**config.mk**
```make
export PLATFORM = sky130hd
export DESIGN_NAME = pe_rp
export DESIGN_NICKNAME = d
export VERILOG_FILES = /design/src/rtl/pe_rp.sv
export SDC_FILE = /design/constraint.sdc
export NUM_CORES = 2
export LEC_CHECK = 0
export BUFFER_PORTS_ARGS = -buffer_cell sky130_fd_sc_hd__buf_2
export CAP_MARGIN = 20
export CORE_MARGIN = 2
export CORE_UTILIZATION = 45
export DETAILED_ROUTE_END_ITERATION = 12
export SETUP_SLACK_MARGIN = 0.2
export SKIP_LAST_GASP = 1
export SLEW_MARGIN = 20
export SYNTH_ARGS = -nofsm -noshare
export SYNTH_HDL_FRONTEND = slang
export SYNTH_SLANG_ARGS = --single-unit
```
**constraint.sdc**
```tcl
create_clock -name clk -period 7.5 [get_ports clk]
set_clock_uncertainty 0.1 [all_clocks]
set_input_delay 1.5 -clock clk [delete_from_list [all_inputs] [get_ports clk]]
set_output_delay 1.5 -clock clk [all_outputs]
set_load 0.02 [all_outputs]
```
**src/rtl/pe_rp.sv**
```systemverilog
// Processing element: gemm multiply-accumulate or piecewise-linear unary function
// (div/exp/log) through a two-stage pipeline with saturating ACC_BW result.
module pe_rp #(
    parameter int INT_BW = 5,
    parameter int FRA_BW = 10,
    parameter int MUL_BW = 16,
    parameter int ACC_BW = 32,
    parameter int SEG_BW = 3
) (
    input  logic                     clk,
    input  logic                     rst_n,
    input  logic [1:0]               mode_i,
    input  logic                     valid_i,
    input  logic signed [ACC_BW-1:0] mac_i,
    input  logic signed [ACC_BW-1:0] o_i,
    input  logic signed [MUL_BW-1:0] x_i,
    input  logic signed [MUL_BW-1:0] wc_i,
    input  logic                     cfg_we_i,
    input  logic [SEG_BW+1:0]        cfg_addr_i,
    input  logic signed [MUL_BW-1:0] cfg_scale_i,
    input  logic signed [ACC_BW-1:0] cfg_offset_i,
    output logic                     valid_o,
    output logic signed [ACC_BW-1:0] o_o,
    output logic signed [ACC_BW-1:0] mac_o,
    output logic signed [MUL_BW-1:0] wc_o,
    output logic                     sat_o
);

    localparam int NSEG    = 1 << SEG_BW;
    localparam int PROD_BW = 2 * MUL_BW;
    localparam int SUM_BW  = ((PROD_BW > ACC_BW) ? PROD_BW : ACC_BW) + 1;
    localparam logic [1:0] MODE_GEMM = 2'b00;

    if (INT_BW + FRA_BW + 1 != MUL_BW) begin : g_fmt_check
        $error("pe_rp: Q(INT_BW.FRA_BW) plus sign must fill MUL_BW");
    end

    // PWL tables: index 0/1/2 serve div/exp/log
    logic signed [MUL_BW-1:0] scale_tbl_q  [3][NSEG];
    logic signed [ACC_BW-1:0] offset_tbl_q [3][NSEG];

    logic [1:0]        wr_sel;
    logic [SEG_BW-1:0] wr_seg;
    logic [SEG_BW-1:0] rd_seg;
    assign wr_sel = cfg_addr_i[SEG_BW+1:SEG_BW];
    assign wr_seg = cfg_addr_i[SEG_BW-1:0];
    assign rd_seg = x_i[MUL_BW-1 -: SEG_BW];

    always_ff @(posedge clk or negedge rst_n) begin
        if (!rst_n) begin
            for (int t = 0; t < 3; t++) begin
                for (int s = 0; s < NSEG; s++) begin
                    scale_tbl_q[t][s]  <= '0;
                    offset_tbl_q[t][s] <= '0;
                end
            end
        end else if (cfg_we_i && wr_sel != 2'b11) begin
            scale_tbl_q[wr_sel][wr_seg]  <= cfg_scale_i;
            offset_tbl_q[wr_sel][wr_seg] <= cfg_offset_i;
        end
    end

    logic signed [MUL_BW-1:0] lut_scale_d;
    logic signed [ACC_BW-1:0] lut_offset_d;
    always_comb begin
        lut_scale_d  = '0;
        lut_offset_d = '0;
        case (mode_i)
            2'b01: begin
                lut_scale_d  = scale_tbl_q[0][rd_seg];
                lut_offset_d = offset_tbl_q[0][rd_seg];
            end
            2'b10: begin
                lut_scale_d  = scale_tbl_q[1][rd_seg];
                lut_offset_d = offset_tbl_q[1][rd_seg];
            end
            2'b11: begin
                lut_scale_d  = scale_tbl_q[2][rd_seg];
                lut_offset_d = offset_tbl_q[2][rd_seg];
            end
            default: ;
        endcase
    end

    // Integer part of the unary operand, saturated into the multiplier range
    logic signed [ACC_BW-1:0]  mac_sh;
    logic [ACC_BW-MUL_BW:0]    mac_hi;
    logic signed [MUL_BW-1:0]  mac_t_d;
    assign mac_sh = mac_i >>> FRA_BW;
    assign mac_hi = mac_sh[ACC_BW-1:MUL_BW-1];
    always_comb begin
        if (&mac_hi || ~|mac_hi) begin
            mac_t_d = mac_sh[MUL_BW-1:0];
        end else if (mac_sh[ACC_BW-1]) begin
            mac_t_d = {1'b1, {(MUL_BW-1){1'b0}}};
        end else begin
            mac_t_d = {1'b0, {(MUL_BW-1){1'b1}}};
        end
    end

    logic                     v1_q;
    logic [1:0]               mode_q;
    logic signed [MUL_BW-1:0] wreg_q, ireg_q, mac_t_q, scale_q;
    logic signed [ACC_BW-1:0] add_q;

    always_ff @(posedge clk or negedge rst_n) begin
        if (!rst_n) begin
            v1_q    <= 1'b0;
            mode_q  <= '0;
            wreg_q  <= '0;
            ireg_q  <= '0;
            mac_t_q <= '0;
            scale_q <= '0;
            add_q   <= '0;
        end else begin
            v1_q <= valid_i;
            if (valid_i) begin
                mode_q <= mode_i;
                if (mode_i == MODE_GEMM) begin
                    wreg_q <= wc_i;
                    ireg_q <= x_i;
                    add_q  <= o_i;
                end else begin
                    mac_t_q <= mac_t_d;
                    scale_q <= lut_scale_d;
                    add_q   <= lut_offset_d;
                end
            end
        end
    end

    logic signed [MUL_BW-1:0]  op_a, op_b;
    logic signed [PROD_BW-1:0] prod;
    logic signed [SUM_BW-1:0]  sum;
    logic [SUM_BW-ACC_BW:0]    sum_hi;
    logic                      ovf_d;
    logic signed [ACC_BW-1:0]  res_d;

    assign op_a   = (mode_q == MODE_GEMM) ? wreg_q : scale_q;
    assign op_b   = (mode_q == MODE_GEMM) ? ireg_q : mac_t_q;
    assign prod   = PROD_BW'(op_a) * PROD_BW'(op_b);
    assign sum    = SUM_BW'(prod) + SUM_BW'(add_q);
    assign sum_hi = sum[SUM_BW-1:ACC_BW-1];
    assign ovf_d  = !(&sum_hi || ~|sum_hi);

    always_comb begin
        res_d = sum[ACC_BW-1:0];
        if (ovf_d) begin
            res_d = sum[SUM_BW-1] ? {1'b1, {(ACC_BW-1){1'b0}}} : {1'b0, {(ACC_BW-1){1'b1}}};
        end
    end

    logic                     valid_q, sat_q;
    logic signed [ACC_BW-1:0] res_q;

    always_ff @(posedge clk or negedge rst_n) begin
        if (!rst_n) begin
            valid_q <= 1'b0;
            sat_q   <= 1'b0;
            res_q   <= '0;
        end else begin
            valid_q <= v1_q;
            sat_q   <= v1_q & ovf_d;
            if (v1_q) begin
                res_q <= res_d;
            end
        end
    end

    assign valid_o = valid_q;
    assign sat_o   = sat_q;
    assign o_o     = res_q;
    assign mac_o   = res_q;
    assign wc_o    = wreg_q;

endmodule

```
Word level (Yosys, flattened, before mapping)
Cells that the tools add are included.
- bitwise operators: 5
- reductions and logical operators: 16
- mux-type cells: 37
- $lt $le $gt $ge: 5
- multipliers: 1
- $add $sub $neg: 1
- equal/unequal tests: 4
- operator list (cell ; number):
    768-bit bitwise mux ; 1
    256-bit demux with 2-bit select ; 1
    384-bit bitwise mux ; 1
    32-bit two-way mux ; 10
    32-bit binary-select mux with 3-bit select ; 3
    128-bit demux with 2-bit select ; 1
    256-bit two-way mux ; 1
    16-bit two-way mux ; 11
    16-bit binary-select mux with 3-bit select ; 3
    128-bit two-way mux ; 1
    32-bit demux with 3-bit select ; 1
    32-bit one-hot mux with 3 select lines ; 1
    16-bit demux with 3-bit select ; 1
    16-bit one-hot mux with 3 select lines ; 1
    32-bit by 32-bit adder with 33-bit output ; 1
    16-bit by 16-bit multiplier with 32-bit output ; 1
    4-bit >= comparator (second input constant) ; 2
    3-bit NOT with 4-bit output ; 2
    7-bit AND reduction ; 1
    7-bit OR reduction ; 1
    2-bit AND reduction ; 3
    2-bit == test (second input constant) ; 2
    2-bit logical NOT ; 2
    4-bit by 1-bit < comparator with 1-bit output (second input constant) ; 1
    11 further kinds ; 16
- word-level logic and storage cells: 127
- output and inout bits: 82
- flip-flop bits (word level): 1285
- input bits: 155

Longest topological paths before layout
- depth in word-level cells: 9
- depth in mapped cells: 30
- gate-level depth less buffers: 25

Worst setup path before layout
Ideal clock, no wire load.
- path kind: flip-flop to flip-flop
- start point: reg mode_q[1]
- end point: reg res_q[20], in the netlist mac_o[20]
- arrival time: 7.284 ns
- clock period less this slack: 7.462 ns
- cell stages (with the launch flop): 29
- required time: 7.322 ns
- library setup time: 0.078 ns
- slack: 0.038 ns
- path buffers: 5
- path through: dfrtp_1 > nor2_1 > buf_1 > clkbuf_1 > mux2i_1 > nor2_1 > fa_1 > inv_1 > fa_1 > inv_1 > fa_1 > fa_1 > fa_1 > inv_1 > fa_1 > inv_1 > ha_1 > clkbuf_1 > nand4_1 > nor2_1 > nand2_1 > a21oi_2 > o21ai_1 > a211o_1 > a21oi_2 > buf_6 > buf_4 > nor2_1 > o2bb2ai_1
- word-level cells in the longest chain between the ends: 8
- elaborated cells on any way between the ends: 11
- classes of those cells: add/sub (1); mul (1); mux (4); reduce/logical (5)
- RTL lines (element ; line ; text):
    start: declaration ; 102 ; logic [1:0] mode_q;
    start signal: assignment ; 118 ; mode_q <= mode_i;
    2-bit logical NOT (*) ; 139, 140 ;
    16-bit two-way mux (on tied branches) ; 139, 140 ;
    16-bit by 16-bit multiplier with 32-bit output (*) ; 141 ; assign prod = PROD_BW'(op_a) * PROD_BW'(op_b);
    32-bit by 32-bit adder with 33-bit output (*) ; 142 ; assign sum = SUM_BW'(prod) + SUM_BW'(add_q);
    2-bit OR reduction ; 144 ; assign ovf_d = !(&sum_hi || ~|sum_hi);
    1-bit logical NOT ; 144 ;
    1-bit logical OR ; 144 ;
    32-bit two-way mux (*) ; 148 ; if (ovf_d) begin
    end signal: assignment ; 165 ; res_q <= res_d;
    end: declaration ; 154 ; logic signed [ACC_BW-1:0] res_q;
Every way passes the cells marked *; elsewhere a longest branch is shown, timed or not.
A chain may end at the register's enable or synchronous reset.

Worst setup path after layout
- start point: reg mode_q[0]
- end point: reg res_q[5], in the netlist mac_o[5]
Same word-level chain as after synthesis.

==> flow_summary.ini <==
[outcome]
status = finished, final reports clean

[detailed_routing]
ant_nets = 0
num_vias = 40814
wl_mm = 185
via_per_inst = 5.67
post_drt_wl_per_cell_um = 25.7
dr.pass1.iters = 5
drc = 0
drt_iter0_drc = 2384

[synthesis]
syn_inst = 4876
synth_xor_area_frac = 0.00403
yosys_warnings = 0
syn-mean-instance-area_um2 = 14.1
synth_area_mm2 = 0.0686
ys.flop_type = dfrtp_1
yosysMostFrequentCell = dfrtp_1
synth_common_cells = dfrtp_1, mux2_2, inv_1, mux4_2, fa_1
synth_top_area_cell = dfrtp_1
synthMuxAreaShare = 0.320
synthSimpleGateAreaFrac = 0.0304
synth_seq_cells = 1285
synth.distinct_cells = 64
synth.net_count = 5431
synth_top_area_frac = 0.469
synth_compound_area_frac = 0.0270
synth-edff-count = 0
synthAdderAreaFrac = 0.106
synth_area_leaders = dfrtp_1, mux2_2, mux4_2, fa_1, inv_1
synthArstFlopShare = 1.00
yosysSeqAreaShare = 0.469
synth_top_family_by_area = multiplexers

[cts]
clkLatencyLatePin_ns = 0.77
cts_buffer_depth = 3
htree_levels = 4
cts_buffers = 143
clk_pin_slew_ns = 0.06
root_buffer = clkbuf_16
cts_tree = done
cts_sinks = 1285

[global_route]
grt_antenna_before_repair = 17
grt_pass1_vias = 42917
grt_pass1_wl_mm = 275
grt-ovfl-total = 0
grt_max_degree = 178
grt_use_total = 0.236

[floorplanning]
die_w_um = 395
start_util = 0.452
ios = 237
rows = 143
coreArea_mm2 = 0.152
die_h_um = 395
die_area_mm2 = 0.156

[min_path]
hold_path_class = flop to flop

[critical_path]
rrSetupSlack_ns = 0.22
path_class = flop to flop
cpPeakStageDelay_ns = 0.56
cp_common_cell = fa_1
crit_required_ns = 8.09
cp_slowest_cell = fa_2
endpoint_kind = flop
startpoint_type = flop
arrival_ns = 7.87
path_max_fanout = 8

[placement]
port_buffers = 226
dp_hpwl_mm = 112
placed_cell_area_mm2 = 0.0720
gp_congestion = 0.881

[final_layout]
layout.nets = 5621
syn_to_final_growth_pct = 14.5
stdcell_area_mm2 = 0.0786
fin_util = 0.518
drive_gt1_frac = 0.457

[sta]
setup-tns-final_ns = 0
period_needed_ns = 7.28
finalHoldViolations = 0
rsz0062_at_grt = yes
slew_viol_final = 0
worst_pin_slew_ns = 1.31
finalCritPeriodShare = 0.970
timing.slew.headroom = 0.124
finalSetupViolCount = 0
whs_ns = 0.399
max_freq_ghz = 0.137

[flow_run]
drv_cap = 0
==> through the flow <==
| step | instances | setup WS [ns] |
|---|---|---|
| 2_1_floorplan | 4876 | 0.228 |
| 3_3_place_gp | 6863 | 0.0937 |
| 3_5_place_dp | 6863 | 0.0575 |
| 4_1_cts | 7119 | 0.191 |
| 5_1_grt | 7201 | 0.0592 |
| 6_report | 7201 | 0.224 |
==> kinds of logic (layout without fill, tap and decap cells) <==
family / count (synthesis) / in the layout
compound gates: 278 / 278
fa+ha+maj: 400 / 400
xor+xnor: 26 / 26
mux: 1634 / 1637
flops: 1285 / 1285
buf+inv: 748 / 1036
simple gates: 505 / 505
other cells: 0 / 4
==> worst paths after layout <==
path	start	cells after the start	endpoint
setup / recovery	mode_q[0]	30	mac_o[5]
max in group asynchronous	rst_n	3	offset_tbl_q[448]
min in group asynchronous	rst_n	1	scale_tbl_q[258]
hold / removal	offset_tbl_q[574]	1	offset_tbl_q[574]
hold reg to reg	offset_tbl_q[574]	1	offset_tbl_q[574]
setup reg to reg	mode_q[0]	30	mac_o[5]
==> worst max-delay path, delay by kind of cell (launching register included) <==
kind / cells / cell delay, ns
adder cells (fa/ha/maj): 7 / 3.30
multiplexers: 1 / 0.25
AND/OR/NAND/NOR: 3 / 0.33
flip-flops: 1 / 0.40
AO/OA/AOI/OAI: 8 / 1.48
buffers and inverters: 11 / 1.31
==> sequential cells by signal, summed over array words and instances, names as in the netlist <==
signal / count
add_q: 32
ireg_q: 16
mac_o: 32
mac_t_q: 16
mode_q: 2
offset_tbl_q: 768
sat_o: 1
scale_q: 16
scale_tbl_q: 384
v1_q: 1
valid_o: 1
wc_o: 16
==> layout make-up <==
cell class	instances	area, um^2
fillers	12843	73100
flip-flops and latches	1285	32200
repair buffers	439	3380
diodes	4	10.0
multi-input cells	2846	34400
well taps	2030	2540
clock buffers	207	4170
clock inverters	39	584
inverters	351	1330
==> what timing repair did <==
action | CTS | global route
resized for setup | 17 | 174
pin swaps | 5 | 60
setup endpoints to repair | 30 | 32
gates cloned | 1 | 10
buffers inserted | 9 | 68
hold buffers | 0 | 0
==> cells in the final DEF, fill, tap and decap left out, types with 21 or more instances in the layout <==
cell / count
dfrtp_1: 1285
mux2_2: 1206
inv_1: 336
mux4_2: 328
fa_1: 288
nor2_1: 234
buf_2: 220
buf_4: 159
clkbuf_16: 154
nand2_1: 147
a21oi_1: 104
ha_1: 84
mux2i_1: 74
clkbuf_1: 35
buf_12: 34
a211oi_1: 31
clkbuf_8: 25
o21ai_0: 22
o2bb2ai_1: 21
==> metal layers <==
layer | vias up | track usage | routed length [um]
li1 | 17485 | - | -
met1 | 22069 | 0.314 | 79300
met2 | 924 | 0.392 | 90900
met3 | 318 | 0.0436 | 9350
met4 | 18 | 0.0735 | 5350
met5 | - | 0 | 115
Power is left out: the tool's default activity adds up to more than one toggle a clock period on the data nets, which glitch-free logic cannot reach.
